[src/rtl/play_pkg.sv]
// Shared types and score-word layout for the play-mode sequencer.
// The word is packed as {dur, notes, shift}, with shift in the LSBs.
package play_pkg;

  typedef enum logic [2:0] {
    IDLE,
    FETCH,
    PLAY,
    GAP,
    FINISH
  } state_t;

  localparam int SHIFT_LSB = 0;
  localparam int END_DUR   = 0;

  function automatic int notes_lsb(input int shift_w);
    return SHIFT_LSB + shift_w;
  endfunction

  function automatic int dur_lsb(input int shift_w, input int note_w);
    return SHIFT_LSB + shift_w + note_w;
  endfunction

endpackage

[src/rtl/play_sequencer_tick.sv]
// Tempo prescaler: counts 0..TICK_DIV-1 while run is high and flags the last count as a tick.
module tick_divider #(
  parameter int TICK_DIV = 6_250_000
) (
  input  logic clk,
  input  logic rst_n,
  input  logic clr,
  input  logic run,
  output logic tick
);

  localparam int CNT_W = $clog2(TICK_DIV);
  localparam logic [CNT_W-1:0] LAST = CNT_W'(TICK_DIV - 1);

  logic [CNT_W-1:0] count;

  assign tick = run && (count == LAST);

  // Holding (run low) keeps the partial tick so a resume continues where it stopped.
  always_ff @(posedge clk or negedge rst_n) begin
    if (!rst_n) begin
      count <= '0;
    end else if (clr) begin
      count <= '0;
    end else if (run) begin
      count <= tick ? '0 : count + CNT_W'(1);
    end
  end

endmodule

[src/rtl/play_sequencer.sv]
// Walks a stored score over a request/valid port and drives the tone generator,
// holding each note for its duration in tempo ticks with a silent gap between notes.
module play_sequencer
  import play_pkg::*;
#(
  parameter int NOTE_W    = 8,
  parameter int SHIFT_W   = 2,
  parameter int DUR_W     = 4,
  parameter int ADDR_W    = 7,
  parameter int TICK_DIV  = 6_250_000,
  parameter int GAP_TICKS = 1
) (
  input  logic                        clk,
  input  logic                        rst_n,
  input  logic                        en,
  input  logic                        pause,
  input  logic                        loop,
  output logic                        rd_req,
  output logic [ADDR_W-1:0]           rd_addr,
  input  logic                        rd_valid,
  input  logic [DUR_W+NOTE_W+SHIFT_W-1:0] rd_data,
  output logic [NOTE_W-1:0]           notes,
  output logic [SHIFT_W-1:0]          shift,
  output logic                        sd,
  output logic                        busy,
  output logic                        done
);

  localparam int NOTES_LSB = notes_lsb(SHIFT_W);
  localparam int DUR_LSB   = dur_lsb(SHIFT_W, NOTE_W);
  localparam int GAP_W     = $clog2(GAP_TICKS + 2);
  localparam logic [ADDR_W-1:0] LAST_ADDR = '1;

  state_t              state;
  logic [DUR_W-1:0]    dur_cnt;
  logic [GAP_W-1:0]    gap_cnt;
  logic [NOTE_W-1:0]   note_lat;

  logic [DUR_W-1:0]    word_dur;
  logic [NOTE_W-1:0]   word_notes;
  logic [SHIFT_W-1:0]  word_shift;

  logic tick, presc_run, presc_clr;
  logic play_end, gap_end, next_fetch, end_hit;

  assign word_dur   = rd_data[DUR_LSB +: DUR_W];
  assign word_notes = rd_data[NOTES_LSB +: NOTE_W];
  assign word_shift = rd_data[SHIFT_LSB +: SHIFT_W];

  assign presc_run = ((state == PLAY) || (state == GAP)) && !pause;
  assign presc_clr = !en || !((state == PLAY) || (state == GAP));

  tick_divider #(
    .TICK_DIV (TICK_DIV)
  ) u_tick (
    .clk   (clk),
    .rst_n (rst_n),
    .clr   (presc_clr),
    .run   (presc_run),
    .tick  (tick)
  );

  // A step past the last address counts as the end marker, so no wrapped read is issued.
  always_comb begin
    play_end   = (state == PLAY) && tick && (dur_cnt == DUR_W'(1));
    gap_end    = (state == GAP) && tick && (gap_cnt == GAP_W'(1));
    next_fetch = gap_end || (play_end && (GAP_TICKS == 0));
    end_hit    = ((state == FETCH) && rd_valid && (word_dur == DUR_W'(END_DUR)))
               || (next_fetch && (rd_addr == LAST_ADDR));
  end

  always_ff @(posedge clk or negedge rst_n) begin
    if (!rst_n) begin
      state    <= IDLE;
      dur_cnt  <= '0;
      gap_cnt  <= '0;
      note_lat <= '0;
      rd_req   <= 1'b0;
      rd_addr  <= '0;
      notes    <= '0;
      shift    <= '0;
      sd       <= 1'b0;
      busy     <= 1'b0;
      done     <= 1'b0;
    end else if (!en) begin
      state    <= IDLE;
      dur_cnt  <= '0;
      gap_cnt  <= '0;
      note_lat <= '0;
      rd_req   <= 1'b0;
      rd_addr  <= '0;
      notes    <= '0;
      shift    <= '0;
      sd       <= 1'b0;
      busy     <= 1'b0;
      done     <= 1'b0;
    end else begin
      done <= 1'b0;
      if (end_hit) begin
        notes   <= '0;
        rd_addr <= '0;
        if (loop) begin
          state  <= FETCH;
          rd_req <= 1'b1;
          sd     <= !pause;
          busy   <= 1'b1;
        end else begin
          state  <= FINISH;
          rd_req <= 1'b0;
          shift  <= '0;
          sd     <= 1'b0;
          busy   <= 1'b0;
          done   <= 1'b1;
        end
      end else if (next_fetch) begin
        state   <= FETCH;
        rd_req  <= 1'b1;
        rd_addr <= rd_addr + ADDR_W'(1);
        notes   <= '0;
        sd      <= 1'b1;
      end else begin
        case (state)
          IDLE: begin
            state   <= FETCH;
            rd_req  <= 1'b1;
            rd_addr <= '0;
            sd      <= !pause;
            busy    <= 1'b1;
          end
          FETCH: begin
            sd <= !pause;
            if (rd_valid) begin
              state    <= PLAY;
              rd_req   <= 1'b0;
              dur_cnt  <= word_dur;
              note_lat <= word_notes;
              shift    <= word_shift;
              notes    <= pause ? '0 : word_notes;
            end
          end
          PLAY: begin
            sd <= !pause;
            if (play_end) begin
              state   <= GAP;
              gap_cnt <= GAP_W'(GAP_TICKS);
              notes   <= '0;
            end else begin
              if (tick) dur_cnt <= dur_cnt - DUR_W'(1);
              notes <= pause ? '0 : note_lat;
            end
          end
          GAP: begin
            sd    <= !pause;
            notes <= '0;
            if (tick) gap_cnt <= gap_cnt - GAP_W'(1);
          end
          FINISH: begin
            busy <= 1'b0;
          end
          default: begin
            state <= IDLE;
          end
        endcase
      end
    end
  end

endmodule

[config.mk]
export PLATFORM = sky130hd
export DESIGN_NAME = play_sequencer
export DESIGN_NICKNAME = d
export VERILOG_FILES = /design/src/rtl/play_pkg.sv /design/src/rtl/play_sequencer_tick.sv /design/src/rtl/play_sequencer.sv
export SDC_FILE = /design/constraint.sdc
export NUM_CORES = 1
export LEC_CHECK = 0
export BUFFER_PORTS_ARGS = -buffer_cell sky130_fd_sc_hd__buf_2
export CAP_MARGIN = 0
export CORE_ASPECT_RATIO = 0.8
export CORE_MARGIN = 2
export CORE_UTILIZATION = 60
export DETAILED_ROUTE_END_ITERATION = 12
export PLACE_DENSITY = 0.78
export SLEW_MARGIN = 20
export SYNTH_ARGS = -nofsm -noshare
export SYNTH_HDL_FRONTEND = slang
export SYNTH_SLANG_ARGS = --single-unit
[constraint.sdc]
create_clock -name clk -period 6.2 [get_ports clk]
set_input_delay 1.24 -clock clk [delete_from_list [all_inputs] [get_ports clk]]
set_output_delay 1.24 -clock clk [all_outputs]
set_load 0.01 [all_outputs]
==> impl_metrics.py, run 1 <==
metrics = {
    "run_status": {
        "status": "finished, final reports clean",
    },
    "min_path": {
        "hold_class": "reg -> reg",
    },
    "global_route": {
        "antenna_found_initial": 0,
        "groute.layer.met1.usage_pct": 43.3,
        "grt_pass1_wl_um": 14300,
        "grt_overflow": 0,
        "grt_use_met3_pct": 9.10,
        "grt_pass1_vias": 2980,
        "grt_usage_pct": 28.9,
        "grtUsageMet2_pct": 40.8,
        "top_usage_layer": "met1",
        "grt_max_degree": 62,
    },
    "route": {
        "viasPerCell": 6.25,
        "num_vias": 3218,
        "drt-pass1-iter-count": 5,
        "avgRoutedWirePerCell_um": 16.8,
        "drc": 0,
        "antenna_left": 0,
        "routed_wl_um": 8630,
        "drtIter0Drc": 347,
    },
    "finish": {
        "final_common_cell": "dfrtp_1",
        "fin_area_um2": 4010,
        "layout_common_cells": "dfrtp_1, nor2_1, buf_2, a21oi_1, nand2_1",
        "area_growth_pct": 13.8,
        "fin_cells": 515,
        "layout.nets": 457,
        "post_route_cells_drive_above_1_share_pct": 16.2,
        "antennaDiodeCount": 0,
        "fillers": 439,
    },
    "synth": {
        "synth-seq-area-share_pct": 43.4,
        "synthMuxAreaShare_pct": 3.16,
        "ys.flop_type": "dfrtp_1",
        "syn_inst": 396,
        "yosysWarningCount": 0,
        "synthXorXnorAreaFrac_pct": 4.23,
        "synth_cell_type_count": 60,
        "async_flop_share_pct": 100,
        "synth_edf_count": 0,
        "synth_seq_cells": 61,
        "syn_area_um2": 3520,
        "synthAdderAreaFrac_pct": 1.78,
        "syn_area_per_cell_um2": 8.89,
        "synth_top_family_by_area": "simple AND/OR/NAND/NOR gates",
        "synth_simple_gate_area_share_pct": 28.8,
        "synth-compound-area-share_pct": 15.7,
        "syn_nets": 421,
    },
    "die": {
        "dieArea_um2": 6500,
        "io-pin-count": 41,
        "die_w_um": 89.6,
        "initial_core_util_pct": 63.4,
        "design.core.area_um2": 5560,
        "rows": 24,
        "chipHeight_um": 72.5,
    },
    "setup_path": {
        "crit_chain": "buf_2 -> or4_1 -> o21ai_0 -> a21oi_1 -> a22oi_1 -> a21oi_1",
        "crit_type": "in -> reg",
        "crit_arrival_ns": 3.22,
        "max_stage_delay_ns": 0.61,
        "startpoint_type": "primary input",
        "critPathBufInv": 1,
        "critPathTopFamily": "compound AO/OA/AOI/OAI gates",
        "end_kind": "flop",
        "worst-path-max-fanout": 10,
        "reg2reg_to": "dur_cnt[3]",
        "crit_slowest_cell": "or4_1",
        "crit_top_cell": "a21oi_1",
        "worstRegToRegCells": 5,
        "reg2reg_from": "state[1]",
        "crit_start": "rd_data[10]",
        "cp.depth": 6,
        "endpoint": "notes[7]",
        "r2r_slack_ns": 3.52,
        "cp.required_ns": 6.40,
    },
    "power_and_ir_drop": {
        "power_frac_seq_pct": 44.0,
        "ir_worst_vdd_mv": 0.222,
        "power_mw": 0.962,
        "clockPowerShare_pct": 44.5,
        "leakage_nw": 1.69,
        "switching_share_pct": 25.4,
        "power_switching_mw": 0.244,
        "p_int_mw": 0.718,
        "p_per_area_nw_per_um2": 240,
        "p_comb_share_pct": 11.5,
    },
    "timing": {
        "finClkSkew_ns": 0.00545,
        "setup_violations": 0,
        "timing.final.crit_share_pct": 48.7,
        "relSlewSlack_pct": 36.1,
        "hold_ws_ns": 0.519,
        "rsz0062_at_grt": "no",
        "min_period_ns": 3.02,
        "worst_slew_pin_slew_ns": 0.955,
        "finalMaxSlewViolations": 0,
        "tns_ns": 0,
        "hold_viol": 0,
        "max_clock_freq_ghz": 0.331,
    },
    "clock_tree": {
        "postCtsSetupRepairBufs": 0,
        "cts_buffers": 9,
        "clk_pin_slew_ns": 0.07,
        "cts.sinks": 61,
        "clock_latency_ns": 0.35,
        "cts_tree": "done",
        "cts.repair.resized": 0,
        "cts_htree_levels": 3,
        "holdBufCountCts": 0,
        "max-clock-path-buffers": 2,
        "cts_root_buf": "clkbuf_8",
    },
    "placed_design": {
        "dpl_cell_area_um2": 3760,
        "dp_cells": 499,
        "place.gp.congestion": 0.870,
        "io_buffer_count": 40,
        "hpwlAfterDp_um": 6070,
    },
    "flow_run": {
        "max_cap_viol_count": 0,
    },
}
## worst min path at each step
| stage | cells after the start | to | slack [ns] | start |
|---|---|---|---|---|
| global placement | 1 | u_tick.count[22] | 0.50 | u_tick.count[22] |
| floorplan | 1 | u_tick.count[22] | 0.46 | u_tick.count[22] |
| CTS | 1 | u_tick.count[22] | 0.52 | u_tick.count[22] |
| finish | 1 | rd_req | 0.52 | rd_req |
| detailed placement | 1 | u_tick.count[22] | 0.51 | u_tick.count[22] |
| global route | 1 | u_tick.count[22] | 0.53 | u_tick.count[22] |
## power groups by stage
stage                     Sequential [mW]  Combinational [mW]  Clock, mW
after floorplan                     0.429              0.0692          0
after global placement              0.430               0.105          0
after detailed placement            0.431               0.108          0
after CTS                           0.423               0.109      0.433
after global routing                0.425               0.124      0.453
final                               0.424               0.111      0.428
## final cells by class
| class | instances | area [um2] | area share (%) |
|---|---|---|---|
| multi-input cells | 309 | 1890 | 47.3 |
| repair buffers | 42 | 215 | 5.37 |
| inverters | 9 | 33.8 | 0.843 |
| clock inverters | 6 | 111 | 2.78 |
| flip-flops and latches | 61 | 1530 | 38.1 |
| well taps | 78 | 97.6 | 2.44 |
| clock buffers | 10 | 128 | 3.19 |
## logic make-up (layout without fill, tap and decap cells)
logic type | Yosys count | in the layout
flip-flops | 61 | 61
buffers and inverters | 26 | 67
AO/OA/AOI/OAI | 86 | 86
XOR/XNOR | 17 | 17
AND/OR/NAND/NOR | 190 | 190
multiplexers | 11 | 11
adder cells (fa/ha/maj) | 5 | 5
## metrics by stage
| step | setup WS, ns | utilization (%) |
|---|---|---|
| 2_1_floorplan | 3.42 | - |
| 5_1_grt | 3.07 | 72.1 |
| 3_3_place_gp | 2.89 | 67.7 |
| 3_5_place_dp | 2.75 | 67.7 |
| 4_1_cts | 3.11 | 72.0 |
| 6_report | 3.18 | 72.1 |
## flip-flops by register name (all words and copies together), names as in the netlist
name and cells:
notes 8, note_lat 8, u_tick.count 23, done 1, rd_req 1, gap_cnt 2, busy 1, rd_addr 7
dur_cnt 4, sd 1, shift 2, state 3
## cell usage after synthesis (6+ instances only)
cell type	instances	area share, %
nor2_1	50	5.3
o21ai_0	10	1.4
inv_1	8	0.85
or3_1	7	1.2
dfrtp_1	61	43
xor2_1	8	2.0
nand2_1	29	3.1
clkbuf_1	13	1.4
and3_1	6	1.1
a31oi_1	6	1.1
nor3_1	9	1.3
a22oi_1	8	1.7
nor4_1	12	2.1
mux2i_1	10	2.8
nand3_1	27	3.8
xnor2_1	9	2.2
a21oi_1	33	4.7
nand4_1	12	2.1
## worst reg2reg max path, cell delays in order, from the launching register on
cell and delay (ns):
dfrtp_1 0.65, or3b_2 0.50, nor4_1 0.54, a211oi_1 0.29, o311ai_0 0.43, o21ai_0 0.14
## metal layers
layer / share of wire (%) / up-vias
met3: 8.6 / 15
met1: 46 / 1508
li1: - / 1536
met4: 1.2 / 0
met2: 44 / 159
met5: 0 / -
(Power assumes the default switching activity.)
==> run 2, diff against run 1 <==
CORE_UTILIZATION = 53   (was 60)
PLACE_DENSITY = 0.72   (was 0.78)
clock period = 2.5 ns   (was 6.2 ns; I/O delays follow)
==> impl_metrics.py, run 2 (synthesized netlist as in run 1, its figures left out) <==
metrics = {
    "timing": {
        "hold_viol": 0,
        "worst_slew_pin_slew_ns": 0.971,
        "setup_slack_ns": 0.130,
        "tns_ns": 0,
        "setup_violations": 0,
        "relSlewSlack_pct": 35.0,
        "min_period_ns": 2.37,
        "timing.final.crit_share_pct": 94.8,
        "rsz0062_at_grt": "no",
        "max_clock_freq_ghz": 0.422,
        "finClkSkew_ns": 0.0104,
        "finalMaxSlewViolations": 0,
    },
    "route": {
        "drtIter0Drc": 346,
        "routed_wl_um": 8980,
        "viasPerCell": 5.99,
        "drt-pass1-iter-count": 4,
        "num_vias": 3294,
        "drc": 0,
        "avgRoutedWirePerCell_um": 16.3,
        "antenna_left": 0,
    },
    "finish": {
        "layout.nets": 486,
        "largest_register": "u_tick.count",
        "biggestRegsByFlops": "u_tick.count: 23 flops, note_lat: 8 flops, notes: 8 flops",
        "fin_area_um2": 4220,
        "largest_reg_flops": 23,
        "layout_common_cells": "dfrtp_1, nor2_1, buf_2, a21oi_1, buf_4",
        "post_route_cells_drive_above_1_share_pct": 21.5,
        "final_common_cell": "dfrtp_1",
        "antennaDiodeCount": 0,
        "area_growth_pct": 20.0,
    },
    "die": {
        "initial_core_util_pct": 54.9,
        "design.core.area_um2": 6410,
        "rows": 26,
        "die_w_um": 95.1,
        "dieArea_um2": 7310,
        "io-pin-count": 41,
        "chipHeight_um": 76.9,
    },
    "clock_tree": {
        "cts_buffers": 9,
        "cts_root_buf": "clkbuf_8",
        "cts_tree": "done",
        "cts.sinks": 61,
        "clk_pin_slew_ns": 0.08,
        "max-clock-path-buffers": 2,
        "postCtsSetupRepairBufs": 0,
        "clock_latency_ns": 0.36,
        "cts_htree_levels": 3,
    },
    "flow_run": {
        "max_cap_viol_count": 0,
    },
    "placed_design": {
        "io_buffer_count": 40,
        "dpl_cell_area_um2": 4000,
        "hpwlAfterDp_um": 6470,
        "place.gp.congestion": 0.965,
        "pre_cts_ws_ns": -0.0534,
    },
    "setup_path": {
        "reg2reg_to": "rd_addr[5]",
        "crit_type": "reg -> reg",
        "cp.required_ns": 2.75,
        "worst-path-max-fanout": 4,
        "r2r_slack_ns": 0.13,
        "end_kind": "flop",
        "worstRegToRegCells": 5,
        "crit_arrival_ns": 2.62,
        "reg2reg_from": "u_tick.count[13]",
        "startpoint_type": "flop",
    },
    "global_route": {
        "grt_pass1_wl_um": 15300,
        "grt_pass1_vias": 3063,
        "grt_overflow": 0,
        "grt_usage_pct": 27.0,
        "antenna_found_initial": 0,
        "grt_max_degree": 35,
    },
    "power_and_ir_drop": {
        "ir_worst_vdd_mv": 0.331,
        "leakage_nw": 1.84,
        "p_per_area_nw_per_um2": 549,
    },
    "min_path": {
        "hold_class": "in -> async",
    },
    "run_status": {
        "status": "finished, final reports clean",
    },
}
-- run 2: worst max path at each step --
stage / cells past startpoint / endpoint / from
CTS: 5 / rd_req / u_tick.count[13]
floorplan: 6 / rd_req / u_tick.count[15]
finish: 5 / rd_addr[5] / u_tick.count[13]
global placement: 6 / u_tick.count[19] / u_tick.count[0]
detailed placement: 6 / u_tick.count[19] / u_tick.count[0]
global route: 6 / dur_cnt[2] / u_tick.count[15]
-- run 2: area by class of cell --
cell class | instances | area (um2)
multi-input cells | 309 | 1900
clock buffers | 10 | 128
flip-flops and latches | 61 | 1530
fillers | 538 | 2190
well taps | 84 | 105
repair buffers | 71 | 445
clock inverters | 6 | 87.6
inverters | 9 | 33.8
-- run 2: report_power, final --
| group | switching, mW | internal, mW |
|---|---|---|
| Combinational | 0.180 | 0.117 |
| Sequential | 0.0257 | 1.02 |
| Clock | 0.417 | 0.561 |
-- run 2: what timing repair did --
| action | in CTS | in global routing |
|---|---|---|
| hold buffers | 0 | 0 |
| endpoints found under the setup margin | 3 | 3 |
| resized for setup | 1 | 1 |
-- run 2: metrics by stage --
step | cells | total power, mW | utilization [%] | hold slack, ns
floorplan | 396 | 1.23 | - | 0.204
global placement | 534 | 1.35 | 62.4 | 0.501
CTS | 550 | 2.33 | 65.8 | 0.187
global route | 550 | 2.42 | 65.9 | 0.222
finish | 550 | 2.32 | 65.9 | 0.166
detailed placement | 534 | 1.36 | 62.4 | 0.511
-- run 2: layer usage --
metal / share of wire, % / GRT usage (%)
met1: 50 / 40.2
met2: 44 / 38.7
met4: 1.0 / 8.70
met5: 0 / 0
met3: 5.7 / 5.89
-- run 2: worst max-delay path, stage by stage (launching register included) --
cell     delay, ns
dfrtp_1       0.40
or4b_4        0.53
or4_4         0.51
or4_2         0.65
nand3_1       0.10
a21oi_1       0.07
